### src/rtl/scan_decoder_pkg.sv
// scan_decoder_pkg: mode encodings and one-hot helper shared by the
// scan decoder and its dwell tick generator.
package scan_decoder_pkg;

   typedef enum logic [1:0] {
      MODE_DIRECT = 2'b00,
      MODE_SCAN   = 2'b01,
      MODE_STEP   = 2'b10,
      MODE_HOLD   = 2'b11
   } mode_e;

   // Widest select the helper supports; callers truncate the result
   // to their own 2**SEL_W width.
   localparam int MAX_SEL_W = 8;
   localparam int MAX_OUT_W = 1 << MAX_SEL_W;

   // Active-low one-hot: every bit high except bit sel.
   function automatic logic [MAX_OUT_W-1:0] onehot_n(
      input logic [MAX_SEL_W-1:0] sel
   );
      logic [MAX_OUT_W-1:0] v;
      v      = '1;
      v[sel] = 1'b0;
      return v;
   endfunction

endpackage

### src/rtl/scan_tick_gen.sv
// scan_tick_gen: dwell counter 0..DWELL-1 with a terminal-count tick.
// Ports: clk, rst_n, clr (sync clear), en (count), tick (terminal count).
module scan_tick_gen
   import scan_decoder_pkg::*;
#(
   parameter int DWELL = 4
) (
   input  logic clk,
   input  logic rst_n,
   input  logic clr,
   input  logic en,
   output logic tick
);

   localparam int CNT_W = (DWELL > 1) ? $clog2(DWELL) : 1;
   localparam logic [CNT_W-1:0] TC = CNT_W'(DWELL - 1);

   logic [CNT_W-1:0] cnt_q;
   logic [CNT_W-1:0] cnt_d;

   always_comb begin
      tick  = en && (cnt_q == TC);
      cnt_d = cnt_q;
      if (clr) begin
         cnt_d = '0;
      end else if (en) begin
         cnt_d = tick ? '0 : cnt_q + 1'b1;
      end
   end

   always_ff @(posedge clk or negedge rst_n) begin
      if (!rst_n) begin
         cnt_q <= '0;
      end else begin
         cnt_q <= cnt_d;
      end
   end

endmodule

### src/rtl/scan_decoder.sv
// scan_decoder: registered active-low one-hot decoder with DIRECT, SCAN,
// STEP and HOLD index sources.
// Ports: clk, rst_n, enable_n, mode[1:0], din, step -> dout, idx, wrap.
module scan_decoder
   import scan_decoder_pkg::*;
#(
   parameter int SEL_W = 4,
   parameter int DWELL = 4,
   parameter int LAST  = (1 << SEL_W) - 1
) (
   input  logic                    clk,
   input  logic                    rst_n,
   input  logic                    enable_n,
   input  logic [1:0]              mode,
   input  logic [SEL_W-1:0]        din,
   input  logic                    step,
   output logic [(1<<SEL_W)-1:0]   dout,
   output logic [SEL_W-1:0]        idx,
   output logic                    wrap
);

   localparam int OUT_W = 1 << SEL_W;
   localparam logic [SEL_W-1:0] LAST_IDX = SEL_W'(LAST);

   if (LAST >= OUT_W || LAST < 0) begin : g_bad_last
      $error("scan_decoder: LAST out of range");
   end
   if (DWELL < 1 || DWELL > 65535) begin : g_bad_dwell
      $error("scan_decoder: DWELL out of range");
   end
   if (SEL_W < 1 || SEL_W > MAX_SEL_W) begin : g_bad_sel
      $error("scan_decoder: SEL_W out of range");
   end

   mode_e            mode_s;
   mode_e            mode_q;
   logic [SEL_W-1:0] idx_q, idx_d;
   logic [OUT_W-1:0] dout_q, dout_d;
   logic             wrap_q, wrap_d;
   logic             mode_chg;
   logic             run;
   logic             tick;
   logic             adv;
   logic             dw_clr;
   logic             dw_en;

   assign mode_s   = mode_e'(mode);
   assign mode_chg = (mode_s != mode_q);
   assign run      = !enable_n;

   // Dwell clears on any mode change even while disabled; it only
   // counts in SCAN once the mode has settled.
   assign dw_clr = mode_chg
                || (mode_s == MODE_DIRECT)
                || (mode_s == MODE_STEP);
   assign dw_en  = run && !mode_chg && (mode_s == MODE_SCAN);

   scan_tick_gen #(
      .DWELL (DWELL)
   ) u_tick (
      .clk   (clk),
      .rst_n (rst_n),
      .clr   (dw_clr),
      .en    (dw_en),
      .tick  (tick)
   );

   always_comb begin
      idx_d  = idx_q;
      wrap_d = 1'b0;
      adv    = 1'b0;
      if (run) begin
         unique case (1'b1)
            mode_s == MODE_DIRECT: idx_d = din;
            mode_s == MODE_SCAN:   adv   = tick;
            mode_s == MODE_STEP:   adv   = step && !mode_chg;
            mode_s == MODE_HOLD:   adv   = 1'b0;
         endcase
         if (adv) begin
            if (idx_q == LAST_IDX) begin
               idx_d  = '0;
               wrap_d = 1'b1;
            end else if (idx_q > LAST_IDX) begin
               // Leftover from DIRECT: fold back silently.
               idx_d = '0;
            end else begin
               idx_d = idx_q + 1'b1;
            end
         end
      end
      dout_d = run ? OUT_W'(onehot_n(MAX_SEL_W'(idx_d))) : '1;
   end

   always_ff @(posedge clk or negedge rst_n) begin
      if (!rst_n) begin
         mode_q <= MODE_DIRECT;
         idx_q  <= '0;
         dout_q <= '1;
         wrap_q <= 1'b0;
      end else begin
         mode_q <= mode_s;
         idx_q  <= idx_d;
         dout_q <= dout_d;
         wrap_q <= wrap_d;
      end
   end

   assign dout = dout_q;
   assign idx  = idx_q;
   assign wrap = wrap_q;

endmodule

### config.mk
export PLATFORM = sky130hd
export DESIGN_NAME = scan_decoder
export DESIGN_NICKNAME = d
export VERILOG_FILES = /design/src/rtl/scan_decoder_pkg.sv /design/src/rtl/scan_tick_gen.sv /design/src/rtl/scan_decoder.sv
export SDC_FILE = /design/constraint.sdc
export NUM_CORES = 1
export LEC_CHECK = 0
export ABC_AREA = 0
export CAP_MARGIN = 40
export CORE_ASPECT_RATIO = 0.6
export CORE_MARGIN = 4
export CORE_UTILIZATION = 50
export DETAILED_ROUTE_END_ITERATION = 8
export PLACE_DENSITY = 0.8
export REMOVE_ABC_BUFFERS = 1
export SYNTH_ARGS = -nofsm -noshare
export SYNTH_HDL_FRONTEND = slang
export SYNTH_SLANG_ARGS = --single-unit
### constraint.sdc
create_clock -name clk -period 3.8 [get_ports clk]
set_clock_uncertainty 0.1 [all_clocks]
set_input_delay 0.76 -clock clk [delete_from_list [all_inputs] [get_ports clk]]
set_output_delay 0.76 -clock clk [all_outputs]
set_load 0.05 [all_outputs]
### Word level (Yosys, flattened, before mapping)

Index checks and enable logic that the tools add are counted.

* $lt $le $gt $ge: 3
* bitwise gates (word level): 1
* equality and inequality tests: 5
* add/subtract/negate cells: 2
* reductions and logical operators: 11
* multiplexer cells: 16

Operators by type and width (number)
* $mux W4: 5
* $mux W16: 1
* $not A16 Y16: 1
* $lt A4 B9 Y1 const B: 1
* $mux W2: 3
* $logic_and A1 B1 Y1: 5
* $mux W1: 5
* $add A4 B1 Y4 const B: 1
* $demux W1 S4: 1
* $eq A2 B2 Y1 const B: 2
* $eq A4 B4 Y1 const B: 1
* $ge A4 B1 Y1 const B: 1
* $gt A4 B4 Y1 const B: 1
* $add A2 B1 Y2 const B: 1
* $eq A2 B1 Y1 const B: 1
* $logic_not A1 Y1: 2
* $logic_not A2 Y1: 1
* $logic_or A1 B1 Y1: 2
* $ne A2 B2 Y1: 1
* $pmux W1 S2: 1
* $reduce_bool A2 Y1: 1

* bits in registers: 25
* logic and storage cells: 43
* output and inout bits: 21

### Depth between registers and ports, before layout

* depth in word-level cells: 15
* depth in mapped cells: 9
* gate-level depth less buffers: 8

### Cells and area by module

A second synthesis with hierarchy kept.

* cell total of the unflattened synthesis: 107
* area, all modules: 1216.2 µm²

By module, submodules not included
* scan_decoder: area an instance 1109.8 µm², times used 1, cells each 98, seq. area each 595.6 µm²
* scan_tick_gen: area an instance 106.4 µm², times used 1, cells each 9, seq. area each 50.0 µm²

### Least setup slack after synthesis

Ideal clock, no wire load.

* kind: input -> register
* from: input port mode[0]
* to: register dout_q[10], in the netlist dout[10]
* data required time: 3.605 ns
* setup time: 0.095 ns
* stages: 8
* path buffers: 1
* arrival time: 2.238 ns
* slack: 1.367 ns
* cells stage by stage: inv_1 -> ha_1 -> and2_1 -> o2111ai_1 -> buf_6 -> mux2_4 -> o22ai_4 -> nand4_1

* longest elaborated chain between the ends: 15
* elaborated cells on any way between the ends: 21

Ends and longest elaborated chain
* start, declared: line scan_decoder.sv:14 `input logic [1:0] mode,`
* $ne A2 B2 Y1: line scan_decoder.sv:48 `assign mode_chg = (mode_s != mode_q);`
* $logic_not A1 Y1: line scan_decoder.sv:56, scan_decoder.sv:76
* $logic_and A1 B1 Y1 (2 in a row): line scan_decoder.sv:56 `assign dw_en = run && !mode_chg && (mode_s == MODE_SCAN);`
* $logic_and A1 B1 Y1: line scan_tick_gen.sv:22 `tick = en && (cnt_q == TC);`
* $pmux W1 S2: line scan_decoder.sv:73 `unique case (1'b1)`
* $mux W1: line scan_decoder.sv:72 `if (run) begin`
* $mux W4 *: line scan_decoder.sv:79 `if (adv) begin`
* $mux W4 *: line scan_decoder.sv:72
* $lt A4 B9 Y1 (not written as such) or $ge A4 B1 Y1 (tied branches): line scan_decoder_pkg.sv:23 `v[sel] = 1'b0;`
* $logic_and A1 B1 Y1 (not written as such): line scan_decoder_pkg.sv:23
* $mux W1 (not written as such): line scan_decoder_pkg.sv:23
* $demux W1 S4 *: line scan_decoder_pkg.sv:23
* $not A16 Y16 (no line) *
* $mux W16 *: line scan_decoder.sv:91 `dout_d = run ? OUT_W'(onehot_n(MAX_SEL_W'(idx_d))) : '1;`
* net dout_d[10]: line scan_decoder.sv:38 `logic [OUT_W-1:0] dout_q, dout_d;`
* end signal, assigned: line scan_decoder.sv:103 `dout_q <= dout_d;`
* end, declared: line scan_decoder.sv:38

The timed path passes the listed nets; every way through them passes the cells marked *. The select of a mux whose other input is x is not followed.
A chain may end at the register's enable or synchronous reset.

### Worst setup path after layout

* from: input port mode[0]
* to: register dout_q[11], in the netlist dout[11]

* longest elaborated chain between the ends: 15
* elaborated cells on any way between the ends: 21

Ends and longest elaborated chain
* $ne A2 B2 Y1: line scan_decoder.sv:48
* $logic_not A1 Y1: line scan_decoder.sv:56, scan_decoder.sv:76
* $logic_and A1 B1 Y1 (2 in a row): line scan_decoder.sv:56
* $logic_and A1 B1 Y1: line scan_tick_gen.sv:22
* $pmux W1 S2: line scan_decoder.sv:73
* $mux W1: line scan_decoder.sv:72
* $mux W4 *: line scan_decoder.sv:79
* $mux W4 *: line scan_decoder.sv:72
* net idx_d[1]: line scan_decoder.sv:37 `logic [SEL_W-1:0] idx_q, idx_d;`
* $lt A4 B9 Y1 (not written as such) or $ge A4 B1 Y1 (tied branches): line scan_decoder_pkg.sv:23
* $logic_and A1 B1 Y1 (not written as such): line scan_decoder_pkg.sv:23
* $mux W1 (not written as such): line scan_decoder_pkg.sv:23
* $demux W1 S4 *: line scan_decoder_pkg.sv:23
* $not A16 Y16 (no line) *
* $mux W16 *: line scan_decoder.sv:91
* net dout_d[11]: line scan_decoder.sv:38

Marked as above.

==> run metrics <==
Worst Max-Slew Pin Slew 0.525 ns; register bit total from synthesis 25; R2R Path Start u_tick.cnt_q[0]; Initial Util 52.3%; multiplexer area fraction after synthesis 6.68%; simple-gate share of the synthesized area 19.8%; routed length on met3 186 um; Worst EP required 3.90 ns; PostCTS Resize Cnt 0; I/O pin total 31; max-cap violations 0; GRT overflow 0; fin util 67.4%; Final ANT Viol Nets 0; share of cells above drive strength 1 20.7%; most common cell after layout, fill and taps aside clkdlybuf4s50_1; NumNets Final 166; crit start category input pin; P_leak 0.677 nW; final setup fails 0; largest net degree at the start of global routing 20; clk sinks 25; crit path kind in -> reg; XOR/XNOR share of the synthesized area 3.15%; drt pass-1 iters 4; CP startpoint mode[0]; synth warn 0; class of the worst hold path reg -> reg; Reg2Reg Setup Slack 1.60 ns; post-DP HPWL 2270 um; worst vdd ir 0.224 mV; sw power 0.245 mW; n_diodes 0; # Post-CTS Setup Buffers 0; number of remaining DRC errors 0; Core Box Area 2500 sq um; overall routing resource usage 18.2%; drt wl/cell 16.5 um; Comb pwr share 32.6%; pwr dens 410 nW/um^2; clk_lat worst skew 0.27 ns; hold buffer count at cts 0; Die Y 47.7 um; slew margin rel. 64.9%; met2 wire length 1330 um; Sw Ratio 35.4%; Clk pwr share 22.3%; sequential share of the synthesized area 49.2%; Post-Syn Area 1310 sq um; end of the critical path dout[11]; number of global-route vias before repair 959; fraction of the mapped netlist area in adder cells 4.77%; RR Endpoint dout[11]; cts bufs inserted 3; Setup TNS 0 ns; via count 1029; Final period util 78.4%; final hold vios 0; Avg Cell Area, Syn 10.9 sq um; CTS tree built; Cells after Synth 120; uppermost routed layer met4; fin crit period 2.98 ns; Final Max Tran Viols 0; Die Span X 74.1 um; initial antenna violation count 0; DRT Wirelength 3010 um; DR iter-0 viols 99; commonest cells after routing, fill and taps aside 30 x clkdlybuf4s50_1, 16 x dfstp_2, 11 x nand3_1; final setup margin 0.822 ns; # H-tree levels 1; sequential fraction of design power 45.1%; Worst R2R Path Depth 7; fmax 336 MHz; crit path DAT 3.08 ns; Finished Cell Area 1690 sq um; clk slew on worst S/H paths 0.08 ns; first-pass GRT wire length 4660 um; RSZ-0062 raised after global routing false; Final GP Congestion 0.868; worst-path fanout max 7; Internal 0.447 mW; placed cell areas 1640 sq um; Metal-1 WL 1440 um; largest family of logic cells by synthesized area simple AND/OR/NAND/NOR gates; status finished, final reports clean; root buf cell clkbuf_8; Layout area overhead 28.7%; vias per cell 5.65; pre-CTS setup slack 0.566 ns; Worst setup EP type flip-flop; complex-gate fraction of the synthesized area 11.5%; clock buffer depth 2; synth unique cells 46; Port-buffer cells 30; WHS 0.509 ns; row count 14; die area 3530 sq um
==> flip-flops by register name, indices dropped and copies added (netlist names) <==
| register | cells |
|---|---|
| dout | 16 |
| u_tick.cnt_q | 2 |
| wrap | 1 |
| idx | 4 |
| mode_q | 2 |
==> routing by layer <==
| layer | vias to the layer above | global-route usage [%] |
|---|---|---|
| met3 | 4 | 4.61 |
| met2 | 36 | 27.5 |
| met4 | 0 | 4.69 |
| met1 | 490 | 26.4 |
| met5 | - | 0 |
| li1 | 499 | - |
==> final cells by class <==
type / instances / area [sq um]
clock buffers: 4 / 45.0
fillers: 192 / 817
inverters: 6 / 25.0
multi-input cells: 82 / 602
flip-flops and latches: 25 / 646
well taps: 32 / 40.0
repair buffers: 33 / 330
==> worst min-delay path by stage <==
stage	to	from	cells past startpoint
after CTS	u_tick.cnt_q[1]	u_tick.cnt_q[1]	2
after global placement	u_tick.cnt_q[1]	mode_q[0]	3
after detailed placement	u_tick.cnt_q[1]	u_tick.cnt_q[1]	2
final	u_tick.cnt_q[1]	u_tick.cnt_q[1]	2
after global routing	u_tick.cnt_q[1]	u_tick.cnt_q[1]	2
after floorplan	idx[0]	rst_n	0
==> critical path, stage by stage <==
cell	delay, ns
clkdlybuf4s50_1	0.56
inv_1	0.10
ha_1	0.25
and2_1	0.18
o2111a_1	0.38
mux2i_1	0.26
and2_1	0.27
inv_1	0.17
nand4_1	0.15
==> cells in the mapped netlist, drive strengths merged <==
cell	number	area [sq um]
o22ai	2	26.3
nor3b	1	7.51
o2111a	1	11.3
inv	6	25.0
a21oi	4	20.0
mux2i	5	50.1
and3b	1	8.76
a21o	1	7.51
o21ai	2	10.0
clkbuf	1	3.75
a31o	1	8.76
nor2b	2	12.5
buf	6	35.0
a211oi	1	7.51
mux2	3	37.5
ha	5	62.6
nand2b	2	12.5
nand4	3	18.8
nor3	3	15.0
nand2	8	30.0
nand3	11	55.1
a22o	1	8.76
a311oi	1	8.76
and4	1	8.76
nand4b	1	8.76
dfrtp	9	225
nor4	2	12.5
and4b	1	10.0
and2	2	12.5
or4	1	7.51
nor2	5	18.8
xnor2	3	41.3
nand3b	2	15.0
o2111ai	1	8.76
o211ai	2	15.0
a21boi	1	7.51
or3	1	6.26
dfstp	16	420
a32o	1	10.0
==> cell families after synthesis <==
logic type,Yosys count
muxes,8
AOI/OAI and AO/OA,19
adders and majority gates,5
buffers and inverters,13
DFF,25
and+or+nand+nor,47
xor gates and xnor gates,3
==> stage by stage <==
step | total power, mW | cells
6_report | 0.693 | 182
4_1_cts | 0.694 | 182
2_1_floorplan | 0.460 | 113
3_3_place_gp | 0.534 | 177
5_1_grt | 0.725 | 182
3_5_place_dp | 0.540 | 178
==> power by group through the flow <==
stage / Combinational (mW) / Clock (mW) / Sequential, mW
2_1_floorplan: 0.0942 / 0 / 0.366
3_3_place_gp: 0.219 / 0 / 0.315
3_5_place_dp: 0.223 / 0 / 0.316
4_1_cts: 0.225 / 0.157 / 0.312
5_1_grt: 0.244 / 0.166 / 0.315
6_report: 0.226 / 0.154 / 0.313
(Power assumes the default switching activity.)
